===== config.mk =====
export PLATFORM = sky130hd
export DESIGN_NAME = ram_fill_scan
export DESIGN_NICKNAME = d
export VERILOG_FILES = /design/src/rtl/ram_fill_scan_pkg.sv /design/src/rtl/ram_fill_scan_ram_sp.sv /design/src/rtl/ram_fill_scan.sv
export SDC_FILE = /design/constraint.sdc
export NUM_CORES = 1
export LEC_CHECK = 0
export ABC_AREA = 1
export CAP_MARGIN = 20
export CORE_ASPECT_RATIO = 1.25
export CORE_MARGIN = 2
export CORE_UTILIZATION = 60
export CTS_BUF_LIST = sky130_fd_sc_hd__clkbuf_16
export DETAILED_ROUTE_END_ITERATION = 6
export PLACE_DENSITY = 0.88
export SLEW_MARGIN = 0
export SYNTH_ARGS = -nofsm -noshare
export SYNTH_HDL_FRONTEND = slang
export SYNTH_SLANG_ARGS = --single-unit

===== constraint.sdc =====
create_clock -name clock -period 4.3 [get_ports clock]
set_clock_uncertainty 0.05 [all_clocks]
set_input_delay 0.86 -clock clock [delete_from_list [all_inputs] [get_ports clock]]
set_output_delay 0.86 -clock clock [all_outputs]
set_load 0.1 [all_outputs]

===== src/rtl/ram_fill_scan_pkg.sv =====
// Shared mode and state encodings for the RAM fill/scan controller.
package ram_fill_scan_pkg;

   typedef logic [1:0] state_t;

   localparam logic [1:0] MODE_MANUAL = 2'b00;
   localparam logic [1:0] MODE_FILL   = 2'b01;
   localparam logic [1:0] MODE_SCAN   = 2'b10;

   localparam state_t IDLE = 2'd0;
   localparam state_t FILL = 2'd1;
   localparam state_t SCAN = 2'd2;

endpackage


===== src/rtl/ram_fill_scan_ram_sp.sv =====
// Single-port inferred RAM: address registered each edge, q follows one edge later.
// A write to the word being read returns the old contents on q.
module ram_sp #(
   parameter int DATA_W = 4,
   parameter int ADDR_W = 5
) (
   input  logic              clock,
   input  logic              reset,
   input  logic [ADDR_W-1:0] addr,
   input  logic              we,
   input  logic [DATA_W-1:0] wdata,
   output logic [ADDR_W-1:0] addr_q,
   output logic [DATA_W-1:0] q
);

   logic [DATA_W-1:0] mem [0:(2**ADDR_W)-1];

   // Array storage; deliberately not reset so contents survive a reset.
   always_ff @(posedge clock) begin
      if (we) begin
         mem[addr] <= wdata;
      end
   end

   // Registered address and read data.
   always_ff @(posedge clock or posedge reset) begin
      if (reset) begin
         addr_q <= {ADDR_W{1'b0}};
         q      <= {DATA_W{1'b0}};
      end else begin
         addr_q <= addr;
         q      <= mem[addr_q];
      end
   end

endmodule


===== src/rtl/ram_fill_scan.sv =====
// Control FSM over a single-port RAM: manual access, whole-array block fill,
// and a divider-timed scan readback for a display.
module ram_fill_scan
   import ram_fill_scan_pkg::*;
#(
   parameter int DATA_W   = 4,
   parameter int ADDR_W   = 5,
   parameter int SCAN_DIV = 50000000
) (
   input  logic              clock,
   input  logic              reset,
   input  logic [1:0]        mode,
   input  logic              start,
   input  logic              stop,
   input  logic [ADDR_W-1:0] addr,
   input  logic [DATA_W-1:0] wdata,
   input  logic              wren,
   output logic              busy,
   output logic              done,
   output logic [ADDR_W-1:0] cur_addr,
   output logic [DATA_W-1:0] q,
   output logic              step
);

   // A one-cycle divider still needs a one-bit register that simply stays at zero.
   localparam int DIV_W = (SCAN_DIV > 1) ? $clog2(SCAN_DIV) : 1;
   localparam logic [DIV_W-1:0]  DIV_LAST  = DIV_W'(SCAN_DIV - 1);
   localparam logic [ADDR_W-1:0] ADDR_LAST = {ADDR_W{1'b1}};

   state_t            state, state_nx;
   logic [ADDR_W-1:0] fill_cnt, fill_cnt_nx;
   logic [DATA_W-1:0] fill_val, fill_val_nx;
   logic [DIV_W-1:0]  div_cnt, div_nx;
   logic [ADDR_W-1:0] ram_addr;
   logic              ram_we;
   logic [DATA_W-1:0] ram_wdata;
   logic              done_nx, step_nx;

   // Next-state, RAM port and pulse decode.
   always_comb begin
      state_nx    = state;
      fill_cnt_nx = fill_cnt;
      fill_val_nx = fill_val;
      div_nx      = div_cnt;
      ram_addr    = cur_addr;
      ram_we      = 1'b0;
      ram_wdata   = wdata;
      done_nx     = 1'b0;
      step_nx     = 1'b0;
      case (state)
         IDLE: begin
            ram_addr = addr;
            ram_we   = wren;
            if (stop) begin
               state_nx = IDLE;
            end else if (start) begin
               case (mode)
                  MODE_FILL: begin
                     state_nx    = FILL;
                     fill_val_nx = wdata;
                     fill_cnt_nx = {ADDR_W{1'b0}};
                  end
                  MODE_SCAN: begin
                     state_nx = SCAN;
                     ram_addr = {ADDR_W{1'b0}};
                     ram_we   = 1'b0;
                     div_nx   = {DIV_W{1'b0}};
                  end
                  default: state_nx = IDLE;
               endcase
            end else begin
               state_nx = IDLE;
            end
         end
         FILL: begin
            if (stop) begin
               state_nx = IDLE;
            end else begin
               ram_addr    = fill_cnt;
               ram_we      = 1'b1;
               ram_wdata   = fill_val;
               fill_cnt_nx = fill_cnt + ADDR_W'(1);
               if (fill_cnt == ADDR_LAST) begin
                  state_nx = IDLE;
                  done_nx  = 1'b1;
               end else begin
                  state_nx = FILL;
               end
            end
         end
         SCAN: begin
            if (stop) begin
               state_nx = IDLE;
            end else if (div_cnt == DIV_LAST) begin
               div_nx   = {DIV_W{1'b0}};
               ram_addr = cur_addr + ADDR_W'(1);
               step_nx  = 1'b1;
            end else begin
               div_nx = div_cnt + DIV_W'(1);
            end
         end
         default: state_nx = IDLE;
      endcase
   end

   // FSM state, counters and registered status outputs.
   always_ff @(posedge clock or posedge reset) begin
      if (reset) begin
         state    <= IDLE;
         fill_cnt <= {ADDR_W{1'b0}};
         fill_val <= {DATA_W{1'b0}};
         div_cnt  <= {DIV_W{1'b0}};
         busy     <= 1'b0;
         done     <= 1'b0;
         step     <= 1'b0;
      end else begin
         state    <= state_nx;
         fill_cnt <= fill_cnt_nx;
         fill_val <= fill_val_nx;
         div_cnt  <= div_nx;
         busy     <= (state_nx != IDLE);
         done     <= done_nx;
         step     <= step_nx;
      end
   end

   ram_sp #(
      .DATA_W (DATA_W),
      .ADDR_W (ADDR_W)
   ) u_ram (
      .clock  (clock),
      .reset  (reset),
      .addr   (ram_addr),
      .we     (ram_we),
      .wdata  (ram_wdata),
      .addr_q (cur_addr),
      .q      (q)
   );

endmodule


Word level (Yosys, flattened, before mapping)
Memories as Yosys holds them, arrays and structs flattened. A register that Yosys moved wholly into a read port is not among the register bits.
Cells that the tools add are included.
- input port bits: 16
- RAM bits: 128
- output and inout port bits: 12
- memories kept: 1
- bits in registers: 45
- memory list (name ; words ; bits a word ; read ports ; clocked after Yosys merged registers in ; wr ports ; RTL line ; RTL):
    u_ram.mem ; 32 ; 4 ; 1 ; 1 ; 1 ; ram_fill_scan_ram_sp.sv:16 ; logic [DATA_W-1:0] mem [0:(2**ADDR_W)-1];
- add/sub/neg operators: 3
- reduce and logical (&&, ||, !) cells: 7
- bitwise logic cells: 1
- equality and inequality tests: 12
- muxes and demuxes: 40
- operators with widths (kind ; number):
    $mux 26 ; 5
    $pmux 26 s2 ; 1
    $mux 5 ; 10
    $add 26x1->26 const B ; 1
    $eq 26x26->1 const B ; 1
    $pmux 5 s3 ; 1
    $mux 1 ; 14
    $add 5x1->5 const B ; 2
    $pmux 5 s2 ; 1
    $reduce_and 5->1 ; 2
    $mux 4 ; 2
    $ne 2x2->1 const B ; 4
    $mux 2 ; 3
    $pmux 2 s3 ; 1
    $reduce_bool 2->1 ; 3
    $eq 5x5->1 const B ; 1
    $eq 2x1->1 const B ; 2
    $eq 2x2->1 const B ; 2
    $ne 2x1->1 const B ; 2
    $pmux 2 s2 ; 1
    $reduce_and 4->1 ; 1
    $logic_not 2->1 ; 1
    $pmux 1 s2 ; 1
    $not 1->1 ; 1

Longest topological paths before layout
- depth after elaboration: 7
- gate-level depth with buffers: 14
- mapped depth without buffers: 14

Modules after synthesis
From an unflattened synthesis, not the netlist that was laid out.
- cells, all modules: 894
- area, all modules: 8356.8 um^2
- modules (own cells, without submodules) (module ; instances ; cells an instance ; area each (um^2)):
    ram_sp ; 1 ; 492 ; 5644.2
    ram_fill_scan ; 1 ; 402 ; 2712.6

Least setup slack after synthesis
OpenSTA, ideal clock, no wires.
- path kind: in2reg
- start point: input stop
- end point: memory u_ram.mem[0][0] (data pin)
- cell stages on the path: 6
- slack: 1.069 ns
- buffers on the path: 2
- arrival time: 2.727 ns
- cell sequence: inv_2 > buf_2 > nand2_2 > inv_1 > clkbuf_1 > o21ai_0
- longest elaborated chain between the ends: 2
- ends and longest elaborated chain (element ; RTL line ; RTL):
    from (decl) ; ram_fill_scan.sv:14 ; input logic stop,
    $mux 4 ; ram_fill_scan.sv:76 ; if (stop) begin
    $mux 4 ; ram_fill_scan.sv:50 ; case (state)
    net ram_wdata[0] ; ram_fill_scan.sv:36 ; logic [DATA_W-1:0] ram_wdata;
    to (decl) ; ram_fill_scan_ram_sp.sv:16 ;
The timed path passes the listed nets, and every way through them passes these cells.

Worst setup path after layout
- start point: register u_ram.addr_q[1]
- end point: output cur_addr[1]
- RTL lines (element ; RTL line ; RTL):
    from (decl) ; ram_fill_scan_ram_sp.sv:12 ; output logic [ADDR_W-1:0] addr_q,
    from (signal assigned) ; ram_fill_scan_ram_sp.sv:28 ; addr_q <= {ADDR_W{1'b0}};
    from (signal assigned) ; ram_fill_scan_ram_sp.sv:31 ; addr_q <= addr;
    to (decl) ; ram_fill_scan.sv:20 ; output logic [ADDR_W-1:0] cur_addr,
No word-level cell between the ends.

==> results.rst <==
.. list-table::
   :header-rows: 1

   * - Metric
     - Value
   * - Result of the run
     - finished clean
   * - Cell at the slowest stage of the critical path
     - sky130_fd_sc_hd__clkdlybuf4s50_1
   * - Number of buffers added for setup after CTS
     - 0
   * - Area taken by flip-flops and latches
     - about 0.0051 sq mm
   * - Top-level port count
     - 28
   * - Most common cell after layout, fill and taps aside
     - sky130_fd_sc_hd__nor2_1
   * - Worst path cell trace
     - clkdlybuf4s50_1
   * - Max-slew violation total from the final report
     - 0
   * - Sinks on the clock net
     - ~180
   * - Maximum cell stage delay along the critical path
     - between 1 and 1.5 ns
   * - Startpoint of the most critical hold path
     - fill_val[1]$_DFFE_PP0P_
   * - Required time at the worst-slack endpoint
     - ~3.4 ns
   * - Cells resized by post-CTS repair
     - 0
   * - Critical path type
     - reg2out
   * - GR Util All Layers
     - approximately 29%
   * - Area taken by multi-input logic gates
     - approximately 0.0025 sq mm
   * - Ratio of cells with drive above 1 in the final layout
     - a little under an eighth
   * - Post-detailed-placement half-perimeter wirelength
     - about 12000 um
   * - Post-synthesis xor/xnor area fraction
     - less than 1%
   * - Initial Utilization
     - about three fifths
   * - Buffer and inverter count on the worst path
     - 1
   * - Top library cells by usage in the layout, fill and taps aside
     - 130 x sky130_fd_sc_hd__nor2_1, 128 x sky130_fd_sc_hd__edfxtp_1, 85 x sky130_fd_sc_hd__o21ai_0
   * - Endpoint of the most critical register-to-register path
     - u_ram.mem[8][2]$_DFFE_PP_
   * - Category of the worst setup path launch point
     - flop
   * - Largest net degree at the start of global routing
     - about 70
   * - First-pass GRT wire length
     - between 30000 and 40000 um
   * - Initial antenna violation count
     - 1
   * - FF+latch count, synth
     - roughly 180
   * - Count of cells along the worst hold path
     - 2
   * - Max FO, Critical Path
     - 20
   * - H-tree Lvls
     - 4
   * - Design Power
     - approximately 5200 uW
   * - Depth of the worst register-to-register path
     - 8
   * - Leakage dissipation
     - 0.00321 uW
   * - # hold bufs at CTS
     - 0
   * - Core region area
     - between 0.01 and 0.015 sq mm
   * - Synth warnings
     - 0
   * - Number of remaining DRC errors
     - 0
   * - Adder-cell share of the synthesized area
     - less than 1%
   * - Total number of nets in the final design
     - slightly below 800
   * - Final sum of negative setup slack
     - 0 ns
   * - Clock latency at the later pin of the worst-skew pair
     - ~0.44 ns
   * - Number of enable-type register cells in the synthesized netlist
     - about 130
   * - Post-synth design cell area
     - slightly below 0.008 sq mm
   * - Clock transition at path regs
     - approximately 0.070 ns
   * - Total detailed-routing wirelength
     - 19400 um
   * - Fmax
     - between 0.2 and 0.3 GHz
   * - Final GP Congestion
     - between 0.9 and 1
   * - Length of the first detailed-routing pass in iterations
     - 5
   * - Mean instance size in the synthesized netlist
     - roughly 11 sq um
   * - Setup repair after global routing missed its margin
     - false
   * - Clock buffer depth
     - 2
   * - Simple-gate share of the synthesized area
     - 16.8%
   * - Clock tree root buffer cell
     - sky130_fd_sc_hd__clkbuf_16
   * - P per Cell Area
     - 583 mW/mm^2
   * - Main combinational cell family by area after synthesis
     - simple AND/OR/NAND/NOR gates
   * - Via count of the first global-routing pass
     - a little over 6000
   * - Clock tree from TritonCTS
     - yes
   * - Headroom to the max-slew limit
     - 35.2%
   * - Die H
     - between 100 and 150 um
   * - Tcrit/Tclk final
     - 78.7%
   * - Iteration-0 DRC count of the detailed router
     - 781
   * - Flop-to-flop setup slack
     - 1.14 ns
   * - Synth Instances
     - 740
   * - Total Die Area
     - 0.0142 sq mm
   * - Layout filler cell count
     - ~870
   * - Number of rows in the core area
     - 47
   * - Worst setup EP type
     - output pin
   * - Most common flop cell mapped by yosys
     - sky130_fd_sc_hd__edfxtp_1
   * - Share of flip-flops with an asynchronous set or reset after synthesis
     - between 20% and 30%
   * - Distinct cells, synth
     - a little over 40
   * - Post-DR vias/cell
     - about 6.4
   * - Number of routed nets with antenna violations
     - 0
   * - Proportion of synthesized chip area in sequential cells
     - between 60% and 70%
   * - Slew at the pin closest to its max-slew limit
     - approximately 0.97 ns
   * - Ant. Diodes
     - 0
   * - DR vias
     - between 6000 and 7000
   * - Class of the tightest hold or removal check
     - reg2reg
   * - Terminating pin of the worst hold path
     - fill_val[1]$_DFFE_PP0P_
   * - Share of the synthesized area in compound gates (AO/OA/AOI/OAI)
     - about 14%
   * - Share of cell area taken by muxes after synthesis
     - 0%
   * - Area added between synthesis and finish
     - 13.1%
   * - Max Cap Viol
     - 0
   * - Number of CTS-inserted buffers
     - 17
   * - Total of endpoints with negative setup slack in the final report
     - 0
   * - Maximum vdd drop
     - between 0.0004 and 0.0005 V
   * - Number of buffers added on ports
     - 27
   * - Final min period
     - approximately 3.4 ns
   * - Grt total ovfl
     - 0
   * - Startpoint of the lowest-slack register-to-register path
     - u_ram.addr_q[1]$_DFF_PP0_
   * - Die Span X
     - roughly 110 um
   * - Final hold violations
     - 0
   * - Data arrival time of the worst path
     - 2.47 ns
   * - Crit path max-delay family
     - buffers and inverters
   * - Syn_nets
     - 760
   * - Average wire length per cell after detail routing
     - roughly 20 um
==> cells in the mapped netlist, types with 2 or more instances <==
master,number,area [sq um]
sky130_fd_sc_hd__o221ai_1,32,280
sky130_fd_sc_hd__xor2_1,2,17.5
sky130_fd_sc_hd__ha_1,4,50.1
sky130_fd_sc_hd__nor3_1,17,85.1
sky130_fd_sc_hd__inv_2,6,22.5
sky130_fd_sc_hd__nand2_1,63,236
sky130_fd_sc_hd__a31oi_1,9,56.3
sky130_fd_sc_hd__nor3_2,3,30.0
sky130_fd_sc_hd__nand3_1,29,145
sky130_fd_sc_hd__o22ai_1,3,18.8
sky130_fd_sc_hd__nand2_2,9,56.3
sky130_fd_sc_hd__o21ai_0,89,445
sky130_fd_sc_hd__clkbuf_1,25,93.8
sky130_fd_sc_hd__nor2_2,5,31.3
sky130_fd_sc_hd__nand4_1,14,87.6
sky130_fd_sc_hd__edfxtp_1,128,3840
sky130_fd_sc_hd__clkinv_1,3,11.3
sky130_fd_sc_hd__nand3_2,11,110
sky130_fd_sc_hd__a22oi_1,4,30.0
sky130_fd_sc_hd__inv_1,54,203
sky130_fd_sc_hd__a21oi_4,3,48.8
sky130_fd_sc_hd__dfrtp_1,49,1230
sky130_fd_sc_hd__nor2_4,4,45.0
sky130_fd_sc_hd__nor2_1,130,488
sky130_fd_sc_hd__o21ai_1,5,25.0
sky130_fd_sc_hd__buf_2,4,20.0
sky130_fd_sc_hd__a21oi_1,21,105
==> area by class of cell <==
class | count | area share [%]
Timing Repair Buffer | 39 | 4.15
Clock inverter | 15 | 1.46
Tap cell | 171 | 2.38
Clock buffer | 17 | 4.74
Multi-Input combinational cell | 470 | 28.2
Inverter | 63 | 2.63
Sequential cell | 177 | 56.5
==> flip-flops by register name, summed over array words and instances, names as in the netlist <==
| signal | flops |
|---|---|
| u_ram.mem | 128 |
| div_cnt | 26 |
| fill_cnt | 5 |
| u_ram.addr_q | 5 |
| fill_val | 4 |
| u_ram.q | 4 |
| state | 2 |
| busy | 1 |
| done | 1 |
| step | 1 |
==> power by group <==
| group | switching (uW) | internal, uW |
|---|---|---|
| logic | 1220 | 409 |
| clock network | 655 | 802 |
| registers | 116 | 2030 |
==> how the worst max path moves through the flow <==
stage,start,endpoint,slack [ns],cells past startpoint
after global routing,u_ram.addr_q[1]$_DFF_PP0_,cur_addr[1],0.83,1
final,u_ram.addr_q[1]$_DFF_PP0_,cur_addr[1],0.92,1
after detailed placement,stop,u_ram.mem[14][0]$_DFFE_PP_,0.83,10
after floorplan,stop,u_ram.mem[0][0]$_DFFE_PP_,1.07,6
after CTS,u_ram.addr_q[1]$_DFF_PP0_,cur_addr[1],0.91,1
after global placement,stop,u_ram.mem[7][0]$_DFFE_PP_,0.96,10
==> per-layer routing <==
metal / up-vias / global-route usage, % / part of all wire, %
met5: - / 0 / 0
met4: 0 / 16.2 / 4.5
met3: 71 / 6.06 / 8.5
met2: 412 / 48.1 / 50
met1: 2948 / 34.3 / 37
li1: 2705 / - / -
==> cell families after synthesis <==
logic type                 after synthesis
and+or+nand+nor                        288
AOI/OAI and AO/OA                      176
buffers and inverters                   93
DFF                                    177
adders and majority gates                4
xor gates and xnor gates                 2
==> worst reg2reg max path: cells and delay by family, from the launching register on <==
kind,cells,cell delay [ns]
simple gates,6,1.25
compound gates,1,0.29
flops,1,0.77
buf+inv,1,0.46
==> stage by stage <==
step           hold WS [ns]  std cells  utilization [%]  worst slack (ns)  area, sq um
4_1_cts               0.455        951             68.3             0.908         8960
2_1_floorplan         0.403        740                -              1.07         7940
6_report              0.461        952             68.5             0.918         8980
3_5_place_dp          0.438        919             64.1             0.829         8400
5_1_grt               0.495        952             68.5             0.827         8980
3_3_place_gp          0.423        919             64.1             0.957         8400
(Power assumes the default switching activity.)
